`src/rtl/decoder_rr_arbiter_if.sv`:
```
// Requester <-> arbiter bundle for decoder_rr_arbiter.
//   req       : one request bit per requester, held for the whole tenure
//   grant_en  : decoder enable, high while a requester owns the resource
//   grant_idx : decoder select (owner index), holds its last value when idle
//   grant_oh  : one-hot grant, decode(grant_idx) gated by grant_en
//   preempt   : one-cycle pulse when a tenure is forcibly ended
// master = requester side, slave = arbiter side.
interface decoder_rr_arbiter_if;
  logic [3:0] req;
  logic       grant_en;
  logic [1:0] grant_idx;
  logic [3:0] grant_oh;
  logic       preempt;

  modport master (output req, input  grant_en, grant_idx, grant_oh, preempt);
  modport slave  (input  req, output grant_en, grant_idx, grant_oh, preempt);
endinterface

```
`src/rtl/decoder_rr_arbiter.sv`:
```
// Round-robin arbiter for one 2-to-4 decoded resource shared by four requesters.
// Produces a registered select/enable pair for the decoder plus the matching
// one-hot grant. An owner keeps the grant while its req stays high; on release
// the grant is handed to the next requester in round-robin order at the same
// edge (no idle gap).
//
// Ports:
//   clk     : rising-edge clock
//   reset_n : asynchronous active-low reset
//   bus     : decoder_rr_arbiter_if.slave (req in; grant_en/idx/oh, preempt out)
//
// Build option: define ARB_TIMEOUT_EN to let an owner be preempted once it has
// held for MAX_HOLD cycles while someone else waits. Without it, preempt is 0.
module decoder_rr_arbiter #(
  parameter int MAX_HOLD = 8,
  parameter int CNT_W    = 8
) (
  input  logic                 clk,
  input  logic                 reset_n,
  decoder_rr_arbiter_if.slave  bus
);

  if (MAX_HOLD < 2 || MAX_HOLD > 255 || (CNT_W < 31 && (1 << CNT_W) <= MAX_HOLD)) begin : g_bad_param
    $error("decoder_rr_arbiter: MAX_HOLD must be 2..255 and fit in CNT_W bits");
  end

  typedef enum logic {IDLE = 1'b0, GRANT = 1'b1} state_t;

  state_t     state;
  logic [1:0] last;
  logic [1:0] idx_q;
  logic       en_q;
  logic [3:0] oh_q;

  logic [3:0] others;
  logic [1:0] win;
  logic       take;
  logic       drop;

  // First requester at or after start, wrapping. Only consulted when r != 0.
  function automatic logic [1:0] rr_pick(input logic [3:0] r, input logic [1:0] start);
    logic [1:0] c;
    rr_pick = start;
    for (int i = 3; i >= 0; i--) begin
      c = start + 2'(i);
      if (r[c]) rr_pick = c;
    end
  endfunction

  // oh_q is zero in IDLE, so this is "every request except the owner's".
  // In GRANT last == idx_q, so searching from last+1 never re-picks the owner.
  assign others = bus.req & ~oh_q;
  assign win    = rr_pick(others, last + 2'd1);

`ifdef ARB_TIMEOUT_EN
  logic [CNT_W-1:0] hold_cnt;
  logic             pre_q;
  logic             pre_n;
  logic             tmo;

  // >= rather than ==: an owner that ran past the limit with nobody waiting is
  // still preempted as soon as a competitor shows up.
  assign tmo = (hold_cnt >= CNT_W'(MAX_HOLD - 1));
`endif

  always_comb begin
    take = 1'b0;
    drop = 1'b0;
`ifdef ARB_TIMEOUT_EN
    pre_n = 1'b0;
`endif
    if (state == IDLE) begin
      take = |others;
    end else if (!bus.req[idx_q]) begin
      take = |others;
      drop = ~|others;
    end
`ifdef ARB_TIMEOUT_EN
    else if (tmo && |others) begin
      take  = 1'b1;
      pre_n = 1'b1;
    end
`endif
  end

  always_ff @(posedge clk or negedge reset_n) begin
    if (!reset_n) begin
      state <= IDLE;
      last  <= 2'd3;
      idx_q <= 2'd0;
      en_q  <= 1'b0;
      oh_q  <= 4'd0;
    end else if (take) begin
      state <= GRANT;
      en_q  <= 1'b1;
      idx_q <= win;
      oh_q  <= 4'b0001 << win;
      last  <= win;
    end else if (drop) begin
      state <= IDLE;
      en_q  <= 1'b0;
      oh_q  <= 4'd0;
    end
  end

`ifdef ARB_TIMEOUT_EN
  always_ff @(posedge clk or negedge reset_n) begin
    if (!reset_n) begin
      hold_cnt <= '0;
      pre_q    <= 1'b0;
    end else begin
      pre_q <= pre_n;
      if (take)
        hold_cnt <= '0;
      else if (state == GRANT && hold_cnt != '1)
        hold_cnt <= hold_cnt + 1'b1;
    end
  end

  assign bus.preempt = pre_q;
`else
  assign bus.preempt = 1'b0;
`endif

  assign bus.grant_en  = en_q;
  assign bus.grant_idx = idx_q;
  assign bus.grant_oh  = oh_q;

endmodule

```
`src/flat_wrapper.sv`:
```
// flat-port wrapper written by rule: the top's interface ports become plain ports
module decoder_rr_arbiter_flat 
#(
  parameter int MAX_HOLD = 8,
  parameter int CNT_W    = 8
)
  (clk, reset_n, bus_req, bus_grant_en, bus_grant_idx, bus_grant_oh, bus_preempt);
  decoder_rr_arbiter_if bus_i ();
  input  logic clk;
  input  logic reset_n;
  input wire logic [$bits(bus_i.req)-1:0] bus_req;
  output wire logic [$bits(bus_i.grant_en)-1:0] bus_grant_en;
  output wire logic [$bits(bus_i.grant_idx)-1:0] bus_grant_idx;
  output wire logic [$bits(bus_i.grant_oh)-1:0] bus_grant_oh;
  output wire logic [$bits(bus_i.preempt)-1:0] bus_preempt;
  assign bus_i.req = bus_req;
  assign bus_grant_en = bus_i.grant_en;
  assign bus_grant_idx = bus_i.grant_idx;
  assign bus_grant_oh = bus_i.grant_oh;
  assign bus_preempt = bus_i.preempt;
  decoder_rr_arbiter #(.MAX_HOLD(MAX_HOLD), .CNT_W(CNT_W)) u_core (.clk(clk), .reset_n(reset_n), .bus(bus_i));
endmodule
```
`config.mk`:
```
export PLATFORM = sky130hd
export DESIGN_NAME = decoder_rr_arbiter_flat
export DESIGN_NICKNAME = d
export VERILOG_FILES = /design/src/rtl/decoder_rr_arbiter_if.sv /design/src/rtl/decoder_rr_arbiter.sv /design/src/flat_wrapper.sv
export SDC_FILE = /design/constraint.sdc
export NUM_CORES = 1
export LEC_CHECK = 0
export BUFFER_PORTS_ARGS = -buffer_cell sky130_fd_sc_hd__buf_2
export CAP_MARGIN = 40
export CORE_UTILIZATION = 40
export CTS_CLUSTER_SIZE = 24
export DETAILED_ROUTE_END_ITERATION = 12
export SYNTH_ARGS = -nofsm -noshare
export SYNTH_HDL_FRONTEND = slang
export SYNTH_SLANG_ARGS = --single-unit
```
`constraint.sdc`:
```
create_clock -name clk -period 4.76 [get_ports clk]
set_input_delay 0.952 -clock clk [delete_from_list [all_inputs] [get_ports clk]]
set_output_delay 0.952 -clock clk [all_outputs]
set_load 0.02 [all_outputs]
```
==> results_dict.tcl <==
set metrics [dict create \
    routability_driven_placement_congestion_ratio 0.789 \
    synth_area_leader_cell "sky130_fd_sc_hd__dfrtp_1" \
    critical_path_class "in -> reg" \
    fin_util_pct 53.4 \
    finalCritPeriodShare_pct 46.2 \
    endpoint_class_of_the_critical_path "flop" \
    placementRows 12 \
    cell_types_with_the_largest_area_share_after_synthesis "sky130_fd_sc_hd__dfrtp_1, sky130_fd_sc_hd__dfstp_2, sky130_fd_sc_hd__mux2_2" \
    syn_avg_cell_area_um2 10.5 \
    timing.final.max_slew_violations 0 \
    timing.final.hold_violations 0 \
    r2r.worst_path.cells 4 \
    data_required_critical_path_ns 4.89 \
    yosys.area.top_type_share_pct 32.2 \
    synth_fp_nets 58 \
    post_cts.resized_instances 0 \
    post_synth_instance_area_um2 544 \
    clk_network_pwr_share_pct 12.7 \
    synth_top_cells_by_count "sky130_fd_sc_hd__dfrtp_1, sky130_fd_sc_hd__a21oi_1, sky130_fd_sc_hd__inv_1" \
    htree_levels 1 \
    outcome "finished clean" \
    route.detailed.wl_per_inst_um 14.0 \
    max_slew.worst_pin.slew_ns 0.808 \
    yosys.cell_count.top_type "sky130_fd_sc_hd__dfrtp_1" \
    globalRouteTotalUtil_pct 18.5 \
    cts_setup_buffers 0 \
    clk_latency_ns 0.25 \
    timing.rr.start "u_core.last[1]" \
    dr_total_vias 461 \
    maximum_buffer_depth_of_the_clock_tree 2 \
    sequential_fraction_of_design_power_pct 34.2 \
    vdd_drop_max_mv 0.322 \
    grt_setup_unrepaired "false" \
    report.final.setup_viol 0 \
    grt_max_degree 10 \
    r2r_end "u_core.bus.grant_oh[2]" \
    setup_ws_ns 2.56 \
    antenna_left 0 \
    cp_max_fo 7 \
    sw_ratio_pct 42.5 \
    synth_enable_flop_cells 0 \
    ys_seq_area_share_pct 41.8 \
    port_buffer_count 12 \
    dieArea_mm2 0.00151 \
    top_level_ports 14 \
    slew_hr_pct 46.1 \
    post_route_cells_drive_above_1_share_pct 39.4 \
    antenna_found_initial 0 \
    grt_overflow_total 0 \
    hp-class "in -> async" \
    post-route-drc-count 0 \
    max_clock_freq_mhz 455 \
    insertedDiodeCount 0 \
    layout-area-overhead-vs-synth_pct 16.3 \
    synthesis.yosys.warnings 0 \
    setup.worst_path.start "bus_req[2]" \
    finalWirelength_um 1120 \
    clk_pin_slew_worst_paths_ns 0.06 \
    hpwlAfterDp_um 881 \
    leakage_uw 0.000285 \
    synth_top_flop_cell "sky130_fd_sc_hd__dfrtp_1" \
    grt_first_pass_wirelength_um 1830 \
    cell_internal_pwr_uw 251 \
    place_worst_setup_slack_ns 2.32 \
    worstSetupStartpointType "primary input" \
    finish.net_count 73 \
    initial_core_util_pct 45.9 \
    grt_pass1_vias 417 \
    floorplan.die.width_um 38.9 \
    setup-tns-final_ns 0 \
    placed_cell_area_um2 607 \
    post_synthesis_register_bit_count 9 \
    max_capacitance_violation_count 0 \
    detail_route.first_pass.iterations 4 \
    tritoncts_sinks 9 \
    netSwitchingPower_uw 186 \
    fin_area_um2 633 \
    fin_crit_ns 2.20 \
    combPwrFrac_pct 53.2 \
    totalPowerFinal_uw 437 \
    post_cts_hold_buffer_count 0 \
    core_area_mm2 0.00119 \
    cts_root_buffer "sky130_fd_sc_hd__clkbuf_4" \
    regToRegSetupSlack_ns 2.92 \
    worst-endpoint-arrival_ns 2.33 \
    cts_tree "done" \
    chip_height_um 38.9 \
    route.detailed.vias_per_inst 5.76 \
    drt-initial-drc-count 17 \
    tritoncts.num_buffers 3 \
    fin_skew_ns 0.00392 \
    critPathCapture "u_core.bus.grant_idx[1]" \
    async_reset_ff_share_pct 100 \
    synth_cell_types 28 \
    power-per-cell-area_mw_per_mm2 690 \
    syn_inst 52 \
]
[placed cells by master, fill, tap and decap left out]
cell                        netlist  layout
sky130_fd_sc_hd__buf_2            0      12
sky130_fd_sc_hd__dfrtp_1          7       7
sky130_fd_sc_hd__inv_1            4       4
sky130_fd_sc_hd__a21oi_1          4       4
sky130_fd_sc_hd__o22ai_1          3       3
sky130_fd_sc_hd__clkbuf_4         1       3
sky130_fd_sc_hd__nand2b_1         2       2
sky130_fd_sc_hd__or2b_2           2       2
sky130_fd_sc_hd__and2_1           2       2
sky130_fd_sc_hd__nor2_1           2       2
sky130_fd_sc_hd__and2b_2          2       2
sky130_fd_sc_hd__o2111ai_1        2       2
sky130_fd_sc_hd__mux2_2           2       2
sky130_fd_sc_hd__a32o_1           2       2
sky130_fd_sc_hd__o32ai_1          2       2
sky130_fd_sc_hd__dfstp_2          2       2
sky130_fd_sc_hd__a21boi_0         1       1
sky130_fd_sc_hd__o221ai_1         1       1
sky130_fd_sc_hd__o211a_1          1       1
sky130_fd_sc_hd__mux4_2           1       1
sky130_fd_sc_hd__nand2_2          1       1
sky130_fd_sc_hd__and3b_2          1       1
sky130_fd_sc_hd__a222oi_1         1       1
sky130_fd_sc_hd__o21ai_0          1       1
sky130_fd_sc_hd__nand2_1          1       1
sky130_fd_sc_hd__o21a_1           1       1
sky130_fd_sc_hd__o211ai_1         1       1
sky130_fd_sc_hd__conb_1           1       1
sky130_fd_sc_hd__clkbuf_1         0       1
[per-stage QoR]
step | hold WS [ns] | instances
after floorplan | 0.515 | 52
after global placement | 0.549 | 76
after detailed placement | 0.531 | 76
after CTS | 0.531 | 80
after global routing | 0.539 | 80
final | 0.539 | 80
[logic make-up after synthesis]
family	Yosys count	synth area share (%)
and+or+nand+nor	13	16.1
other	1	0.689
buffers and inverters	6	5.52
muxes	3	8.28
AOI/OAI and AO/OA	20	27.6
DFF	9	41.8
[per-layer routing]
metal / share of wire, % / wire (um) / track usage, % / vias up
met5: 0 / 0 / 0 / -
met1: 50 / 561 / 27.1 / 219
met4: 0.54 / 6 / 10.3 / 0
met2: 47 / 520 / 25.0 / 7
li1: - / - / - / 233
met3: 2.5 / 28 / 3.47 / 2
[worst min path at each step]
stage                                    to  slack, ns  cells past startpoint
floorplan                    u_core.last[0]       0.52                      2
global placement     u_core.bus.grant_oh[3]       0.55                      2
detailed placement   u_core.bus.grant_oh[3]       0.53                      2
CTS                     u_core.bus.grant_en       0.53                      1
global route        u_core.bus.grant_idx[1]       0.54                      1
finish                  u_core.bus.grant_en       0.54                      1
[worst max-delay path, stage by stage]
cell and delay (ns):
sky130_fd_sc_hd__buf_2 0.10, sky130_fd_sc_hd__or2b_2 0.34, sky130_fd_sc_hd__o2111ai_1 0.26, sky130_fd_sc_hd__and2_1 0.32, sky130_fd_sc_hd__mux2_2 0.35
[sequential cells by signal, indices dropped and copies added, names as in the netlist]
name                  flops
u_core.bus.grant_idx      2
u_core.last               2
u_core.bus.grant_en       1
u_core.bus.grant_oh       4
[power by group through the flow]
stage	clock network (uW)	registers (uW)	logic [uW]
CTS	58.9	149	232
finish	55.4	149	232
global route	62.2	155	256
detailed placement	0	150	232
global placement	0	152	234
floorplan	0	169	161
[cell type report]
cell class | count | area, um2
clock buffer | 4 | 26.3
fill | 109 | 553
inverter | 4 | 15.0
multi-input combinational | 37 | 287
sequential | 9 | 228
tap | 14 | 17.5
timing repair buffer | 12 | 60.1
Note: power is estimated with default switching activity, not from simulation.
